## config.mk

```make
export PLATFORM = sky130hd
export DESIGN_NAME = wrap_capture
export DESIGN_NICKNAME = d
export VERILOG_FILES = /design/src/rtl/counter_pkg.sv /design/src/rtl/wrap_accum.sv /design/src/rtl/wrap_capture.sv
export SDC_FILE = /design/constraint.sdc
export NUM_CORES = 1
export LEC_CHECK = 0
export ABC_AREA = 0
export BUFFER_PORTS_ARGS = -buffer_cell sky130_fd_sc_hd__buf_2
export CAP_MARGIN = 40
export CORE_MARGIN = 2
export CORE_UTILIZATION = 57
export DETAILED_ROUTE_END_ITERATION = 8
export PLACE_DENSITY = 0.81
export SLEW_MARGIN = 20
export SYNTH_ARGS = -nofsm -noshare
export SYNTH_HDL_FRONTEND = slang
export SYNTH_SLANG_ARGS = --single-unit
```

## constraint.sdc

```tcl
create_clock -name clk -period 5.7 [get_ports clk]
set_input_delay 1.14 -clock clk [delete_from_list [all_inputs] [get_ports clk]]
set_output_delay 1.14 -clock clk [all_outputs]
set_load 0.05 [all_outputs]
```

## src/rtl/counter_pkg.sv

```systemverilog
// Shared definitions for the counter stage and its downstream wrap capture.
// Latency: n/a (types and constants only).
// Backpressure: n/a.
package counter_pkg;

  localparam int CNT_W_DEF  = 4;
  localparam int WRAP_W_DEF = 8;

  typedef enum logic [1:0] {
    S_IDLE  = 2'd0,
    S_ARMED = 2'd1,
    S_HOLD  = 2'd2
  } state_t;

endpackage

```

## src/rtl/wrap_accum.sv

```systemverilog
// Wrap accumulator: clears and latches the effective target on load, counts events, flags the completing event.
// Latency: done is combinational from inc and the registered accumulator; count updates on the next edge.
// Backpressure: none; the caller gates inc.
module wrap_accum #(
  parameter int WRAP_W = 8
) (
  input  logic              clk,
  input  logic              rst,
  input  logic              load,
  input  logic [WRAP_W-1:0] target,
  input  logic              inc,
  output logic [WRAP_W-1:0] acc_nxt,
  output logic              done
);

  logic [WRAP_W-1:0] wrap_acc;
  logic [WRAP_W-1:0] target_q;
  logic [WRAP_W:0]   nxt_w;

  // One extra bit so the terminal compare cannot alias on a full-scale target.
  assign nxt_w   = {1'b0, wrap_acc} + 1'b1;
  assign acc_nxt = nxt_w[WRAP_W-1:0];
  assign done    = inc && (nxt_w == {1'b0, target_q});

  // Load clears the count and latches the target (zero means one); inc counts until the terminal event.
  always_ff @(posedge clk or negedge rst) begin
    if (!rst) begin
      wrap_acc <= '0;
      target_q <= '0;
    end else if (load) begin
      wrap_acc <= '0;
      target_q <= (target == '0) ? {{(WRAP_W-1){1'b0}}, 1'b1} : target;
    end else if (inc && !done) begin
      wrap_acc <= acc_nxt;
    end
  end

endmodule

```

## src/rtl/wrap_capture.sv

```systemverilog
// Arms on request, counts upstream counter wraps to a target, then snapshots the wrap total and live count.
// Latency: snapshot valid one cycle after the completing overflow; idle one cycle after the handshake.
// Backpressure: snapshot held stable while snap_ready is low; overflows seen meanwhile set the sticky missed flag.
module wrap_capture
  import counter_pkg::*;
#(
  parameter int CNT_W  = CNT_W_DEF,
  parameter int WRAP_W = WRAP_W_DEF
) (
  input  logic              clk,
  input  logic              rst,
  input  logic [CNT_W-1:0]  cnt_in,
  input  logic              ovf_in,
  input  logic              arm,
  input  logic              abort,
  input  logic [WRAP_W-1:0] target,
  output logic              snap_valid,
  input  logic              snap_ready,
  output logic [WRAP_W-1:0] snap_wraps,
  output logic [CNT_W-1:0]  snap_count,
  output logic              busy,
  output logic              missed
);

  state_t            state;
  state_t            state_nxt;
  logic              acc_load;
  logic              acc_inc;
  logic              acc_done;
  logic              snap_load;
  logic [WRAP_W-1:0] acc_nxt;

  // Accumulator controls depend only on registered state and inputs, keeping the done path loop-free.
  assign acc_load = (state == S_IDLE) && arm;
  assign acc_inc  = (state == S_ARMED) && ovf_in;

  wrap_accum #(
    .WRAP_W (WRAP_W)
  ) u_accum (
    .clk     (clk),
    .rst     (rst),
    .load    (acc_load),
    .target  (target),
    .inc     (acc_inc),
    .acc_nxt (acc_nxt),
    .done    (acc_done)
  );

  // State register.
  always_ff @(posedge clk or negedge rst) begin
    if (!rst) begin
      state <= S_IDLE;
    end else begin
      state <= state_nxt;
    end
  end

  // Next-state decode; abort beats a completing overflow, arm/abort are ignored while holding.
  always_comb begin
    state_nxt = state;
    snap_load = 1'b0;
    case (state)
      S_IDLE: begin
        if (arm) begin
          state_nxt = S_ARMED;
        end
      end
      S_ARMED: begin
        if (abort) begin
          state_nxt = S_IDLE;
        end else if (acc_done) begin
          snap_load = 1'b1;
          state_nxt = S_HOLD;
        end
      end
      S_HOLD: begin
        if (snap_ready) begin
          state_nxt = S_IDLE;
        end
      end
      default: begin
        state_nxt = S_IDLE;
      end
    endcase
  end

  // Status outputs registered from the next state so they line up with the state register.
  always_ff @(posedge clk or negedge rst) begin
    if (!rst) begin
      snap_valid <= 1'b0;
      busy       <= 1'b0;
    end else begin
      snap_valid <= (state_nxt == S_HOLD);
      busy       <= (state_nxt != S_IDLE);
    end
  end

  // Snapshot captured on the completing event and kept after the handshake.
  always_ff @(posedge clk or negedge rst) begin
    if (!rst) begin
      snap_wraps <= '0;
      snap_count <= '0;
    end else if (snap_load) begin
      snap_wraps <= acc_nxt;
      snap_count <= cnt_in;
    end
  end

  // Missed flag: set by any overflow while holding, cleared only by an accepted arm.
  always_ff @(posedge clk or negedge rst) begin
    if (!rst) begin
      missed <= 1'b0;
    end else if (acc_load) begin
      missed <= 1'b0;
    end else if ((state == S_HOLD) && ovf_in) begin
      missed <= 1'b1;
    end
  end

endmodule
```

After elaboration in Yosys (flattened, before gate mapping)
Cells that the tools add are included.
{ "classes": {"n_addsub": 1, "eq_ne": 4, "muxes": 13, "reduce_logical": 11} }
{ "op_table": {"columns": ["cell", "n"], "rows": [
  ["8-bit 2-to-1 mux", 3],
  ["8-bit by 1-bit adder with 9-bit output (second input constant)", 1],
  ["9-bit by 8-bit equality test with 1-bit output", 1],
  ["8-bit zero test", 1],
  ["2-bit 2-to-1 mux", 4],
  ["2-bit case mux with 3 select lines", 1],
  ["2-bit nonzero test", 3],
  ["1-bit logical AND", 5],
  ["1-bit 2-to-1 mux", 5],
  ["2-bit equality test (second input constant)", 2],
  ["2-bit by 1-bit equality test with 1-bit output (second input constant)", 1],
  ["2-bit zero test", 1],
  ["1-bit zero test", 1]
]} }
{ "word_totals": {"wordCells": 37, "regBits": 33} }

Longest topological paths before layout
{ "logic_depth": {"depth_word": 7, "mapped_depth": 9, "ltp_nobuf": 8} }

Hierarchy
A second synthesis with hierarchy kept.
{ "unflattened": {"cells_unflattened": 185, "hier_area_um2": 1906.8} }
{ "modules_own_cells": {"columns": ["mod", "n_inst", "cells_per_inst", "area_per_inst_um2", "seq_area_each_um2"], "rows": [
  ["wrap_accum", 1, 136, 1194.9, 400.4],
  ["wrap_capture", 1, 49, 711.9, 425.4]
]} }

Least setup slack after synthesis
No wires, ideal clock.
{ "synth_timing": {"kind": "register to register", "startpoint": "reg u_accum.wrap_acc[0]", "endpoint": "reg snap_count[3]", "path_buffers": 1, "required_time_ps": 5575, "path_slack_ps": 3321, "synth_period_minus_slack_ps": 2379, "t_arrival_ps": 2254, "path_stages_with_launch": 9, "cell_sequence": "dfrtp_1 -> ha_1 -> xnor2_1 -> o2111ai_1 -> a2111o_1 -> nor3_4 -> nand4_4 -> buf_6 -> mux2_4"} }
{ "synth_between": {"elab_chain_cells": 6} }
{ "synth_lines": {"columns": ["element", "line_no", "rtl"], "rows": [
  ["start, declared", "wrap_accum.sv:16", "logic [WRAP_W-1:0] wrap_acc;"],
  ["start signal, assigned", "wrap_accum.sv:34", "wrap_acc <= acc_nxt;"],
  ["8-bit by 1-bit adder with 9-bit output", "wrap_accum.sv:21", "assign nxt_w = {1'b0, wrap_acc} + 1'b1;"],
  ["net acc_nxt[1]", "wrap_capture.sv:31", "logic [WRAP_W-1:0] acc_nxt;"],
  ["9-bit by 8-bit equality test with 1-bit output", "wrap_accum.sv:23", "assign done = inc && (nxt_w == {1'b0, target_q});"],
  ["1-bit logical AND", "wrap_accum.sv:23", null],
  ["1-bit 2-to-1 mux", "wrap_capture.sv:71", "end else if (acc_done) begin"],
  ["1-bit 2-to-1 mux", "wrap_capture.sv:69", "if (abort) begin"],
  ["1-bit 2-to-1 mux", "wrap_capture.sv:62", "case (state)"],
  ["end signal, assigned", "wrap_capture.sv:105", "snap_count <= cnt_in;"],
  ["end, declared", "wrap_capture.sv:20", "output logic [CNT_W-1:0] snap_count,"]
]} }
The timed path passes the listed nets, and every way through them passes these cells.
A chain may end at the register's enable or synchronous reset.

Final worst setup path
{ "layout_timing": {"startpoint": "reg u_accum.wrap_acc[0]", "endpoint": "reg u_accum.wrap_acc[0]"} }
{ "layout_between": {"elab_chain_cells": 6} }
{ "layout_lines": {"columns": ["element", "line_no", "rtl"], "rows": [
  ["8-bit by 1-bit adder with 9-bit output (*)", "wrap_accum.sv:21", null],
  ["9-bit by 8-bit equality test with 1-bit output", "wrap_accum.sv:23", null],
  ["1-bit logical AND", "wrap_accum.sv:23", null],
  ["1-bit zero test", "wrap_accum.sv:33", "end else if (inc && !done) begin"],
  ["1-bit logical AND", "wrap_accum.sv:33", null],
  ["2-bit nonzero test (no line)", null, null]
]} }
Mark *: on every way between the ends. The rest lies on a longest branch, timed or not. The select of a mux whose other input is x is not followed.

==> metrics.md <==
| Metric | Value |
|---|---|
| Status | `finished clean` |
| DRC | `0` |
| WL/cell | `between 10 and 15 µm` |
| Seq cells post-synth | `33` |
| Drt total wl | `roughly 3200 µm` |
| CTS tree | `yes` |
| N_diodes | `0` |
| Register area share after synthesis | `0.489` |
| CP max-delay cell | `o31ai_2` |
| Fill cells | `roughly 210` |
| Vias in the first global route | `around 1.2k` |
| P&R area growth vs syn | `13.8%` |
| Synthesized cell area | `~1700 µm²` |
| Fin crit period | `about 2.7 ns` |
| Dpl hpwl | `2440 µm` |
| DRT Pass-1 Iters | `4` |
| Count of maximum capacitance violations | `0` |
| Worst path top cell family by delay | `compound AO/OA/AOI/OAI gates` |
| Hold Slack | `roughly 0.5 ns` |
| Max rail drop VDD | `between 200 and 250 µV` |
| Setup slack, reg-to-reg | `between 3 and 4 ns` |
| Gpl congestion | `just over 0.8` |
| IO buf count | `32` |
| Synth top area share | `0.489` |
| # Post-CTS Setup Buffers | `0` |
| Die ar. | `3410 µm²` |
| Final core utilization | `0.691` |
| Main flop type after synthesis | `dfrtp_1` |
| Hold Buf Count CTS | `0` |
| Clk sinks | `33` |
| Die Wd | `between 50 and 60 µm` |
| Place WS | `roughly 3.0 ns` |
| Worst path required time | `about 6 ns` |
| Final period utilization | `0.470` |
| Critical path type | `register to register` |
| Global-route wire length before repair | `5340 µm` |
| Initial DRC Count | `40` |
| Post-synth top area cell | `dfrtp_1` |
| Synthesis Warnings | `0` |
| Mapped Nets | `~160` |
| Syn_area_per_cell | `~12 µm²` |
| Synth async-reset ratio | `1.00` |
| RSZ-0062 raised after global routing | `false` |
| CP cell instances | `ha_1 > nand3_1 > o21ai_1 > o2111ai_1 > a2111o_1 > o31ai_2 > and2b_1 > mux2_2` |
| Clk slew on worst S/H paths | `approximately 0.10 ns` |
| Setup clock skew after layout | `approximately 0.0095 ns` |
| Total GRT Usage | `0.209` |
| Worst-Margin Slew | `about 0.7 ns` |
| Worst stage delay on the critical path | `0.50 ns` |
| Crit path launch type | `register` |
| Cells after Synth | `145` |
| Max-slew violations | `0` |
| Fin worst setup slack | `between 3 and 4 ns` |
| Fin nets | `200` |
| CP endpoint kind | `register` |
| Final hold vios | `0` |
| CP Max Fanout | `7` |
| PD cells | `approximately 290 nW/µm²` |
| Post_cts resized | `0` |
| Ports | `33` |
| Worst min-delay path category | `register to register` |
| Setup TNS | `0 ns` |
| Via-to-Cell Ratio | `between 5 and 6` |
| Crit path arrival time | `just under 3 ns` |
| Slew margin rel. | `0.531` |
| Die Span Y | `58.4 µm` |
| Number of synthesized flops with an enable pin | `0` |
| GRT overflow | `0` |
| Post-route ant nets | `0` |
| Clk_lat worst skew | `0.33 ns` |
| Bufs and invs on worst path | `0` |
| Leakage power | `about 1 nW` |
| Max clock buf depth | `2` |
| Starting Density | `0.607` |
| Largest net degree at the start of global routing | `34` |
| FP Rows | `19` |
| Core Footprint | `approximately 2800 µm²` |
| Clock Root Buffer | `clkbuf_4` |
| Layout cells sized above 1 | `0.368` |
| Final setup vio count | `0` |
| Num CTS Buffers | `5` |
| Via count | `between 1k and 1.5k` |
| Initial antenna violation count | `0` |
| Synth top area cells | `dfrtp_1 49%, mux2_2 8.0%, mux2_4 5.3%` |
| Yosys cell types | `43` |
| Fmax | `around 370 MHz` |
| CTS H-tree lvls | `2` |
-- metrics by stage --
stage	area [µm²]	std cells	total power [mW]
5_1_grt	1920	213	0.587
3_5_place_dp	1860	204	0.434
3_3_place_gp	1860	204	0.426
6_report	1920	213	0.553
2_1_floorplan	1690	145	0.395
4_1_cts	1910	212	0.556
-- registers in the layout, indices dropped and copies added, names as in the netlist --
register / flops
u_accum.target_q: 8
u_accum.wrap_acc: 8
state: 2
snap_count: 4
snap_valid: 1
missed: 1
snap_wraps: 8
busy: 1
-- cell usage after synthesis (all sizes together) (2+ instances only) --
master	instances
nor3	3
xor2	5
xnor2	5
mux2	18
a21o	5
nand3	3
a21oi	10
or2	4
and2b	2
inv	3
nor2	5
o211ai	2
dfrtp	33
mux2i	2
buf	4
and3	3
nand4	3
o21ai	5
nand2	12
nand2b	5
-- worst reg2reg max path, cell delays in order (launching register included) --
cell	delay, ns
dfrtp_1	0.48
ha_1	0.29
nand3_1	0.14
o21ai_1	0.11
o2111ai_1	0.12
a2111o_1	0.46
o31ai_2	0.50
and2b_1	0.33
mux2_2	0.20
-- cells in the final DEF (no fill, tap or decap), types with 2 or more instances in the layout --
cell type / n
dfrtp_1: 33
buf_2: 32
nand2_1: 12
mux2_2: 12
a21oi_1: 10
mux2_4: 6
nor2_1: 5
xor2_1: 5
nand2b_1: 5
a21o_1: 5
clkbuf_4: 5
xnor2_1: 4
o21ai_0: 4
inv_1: 3
nand3_1: 3
o211ai_1: 2
nand4_1: 2
and3_4: 2
and2b_1: 2
or2_2: 2
nor3_1: 2
mux2i_1: 2
clkinv_2: 2
-- layer usage --
layer	track usage	routed length (µm)
met5	0	0
met4	0.0764	56
met3	0.0593	182
met2	0.337	1590
met1	0.270	1370
-- where the power goes --
part / switching, mW / internal [mW] / leakage [nW]
registers: 0.0276 / 0.261 / 0.425
clock network: 0.0756 / 0.0469 / 0.0320
logic: 0.0798 / 0.0618 / 0.556
total: 0.183 / 0.370 / 1.01
-- path summary, 6_finish.rpt --
| check | start | endpoint | cells past startpoint |
|---|---|---|---|
| worst min-delay path | snap_count[1]$_DFFE_PN0P_ | snap_count[1]$_DFFE_PN0P_ | 1 |
| max in group asynchronous | rst | u_accum.wrap_acc[1]$_DFFE_PN0P_ | 1 |
| worst max register to register | u_accum.wrap_acc[0]$_DFFE_PN0P_ | u_accum.wrap_acc[0]$_DFFE_PN0P_ | 8 |
| worst max-delay path | u_accum.wrap_acc[0]$_DFFE_PN0P_ | u_accum.wrap_acc[0]$_DFFE_PN0P_ | 8 |
| worst min register to register | snap_count[1]$_DFFE_PN0P_ | snap_count[1]$_DFFE_PN0P_ | 1 |
| min in group asynchronous | rst | snap_wraps[0]$_DFFE_PN0P_ | 1 |
-- logic make-up (layout without fill, tap and decap cells) --
group | after synthesis | count (layout) | share of synthesized area
buffers and inverters | 7 | 44 | 0.0215
xor gates and xnor gates | 10 | 10 | 0.0563
DFF | 33 | 33 | 0.489
AOI/OAI and AO/OA | 28 | 28 | 0.111
adders and majority gates | 1 | 1 | 0.00741
and+or+nand+nor | 46 | 46 | 0.169
muxes | 20 | 20 | 0.145
-- cell type report --
type                       count  area (µm²)  area share
timing repair buffer          33         168      0.0873
inverter                       3        11.3     0.00586
tap                           31        38.8      0.0202
clock inverter                 2        10.0     0.00521
sequential                    33         826       0.430
clock buffer                   6        41.3      0.0215
multi-input combinational    105         826       0.430
(Power assumes the default switching activity.)
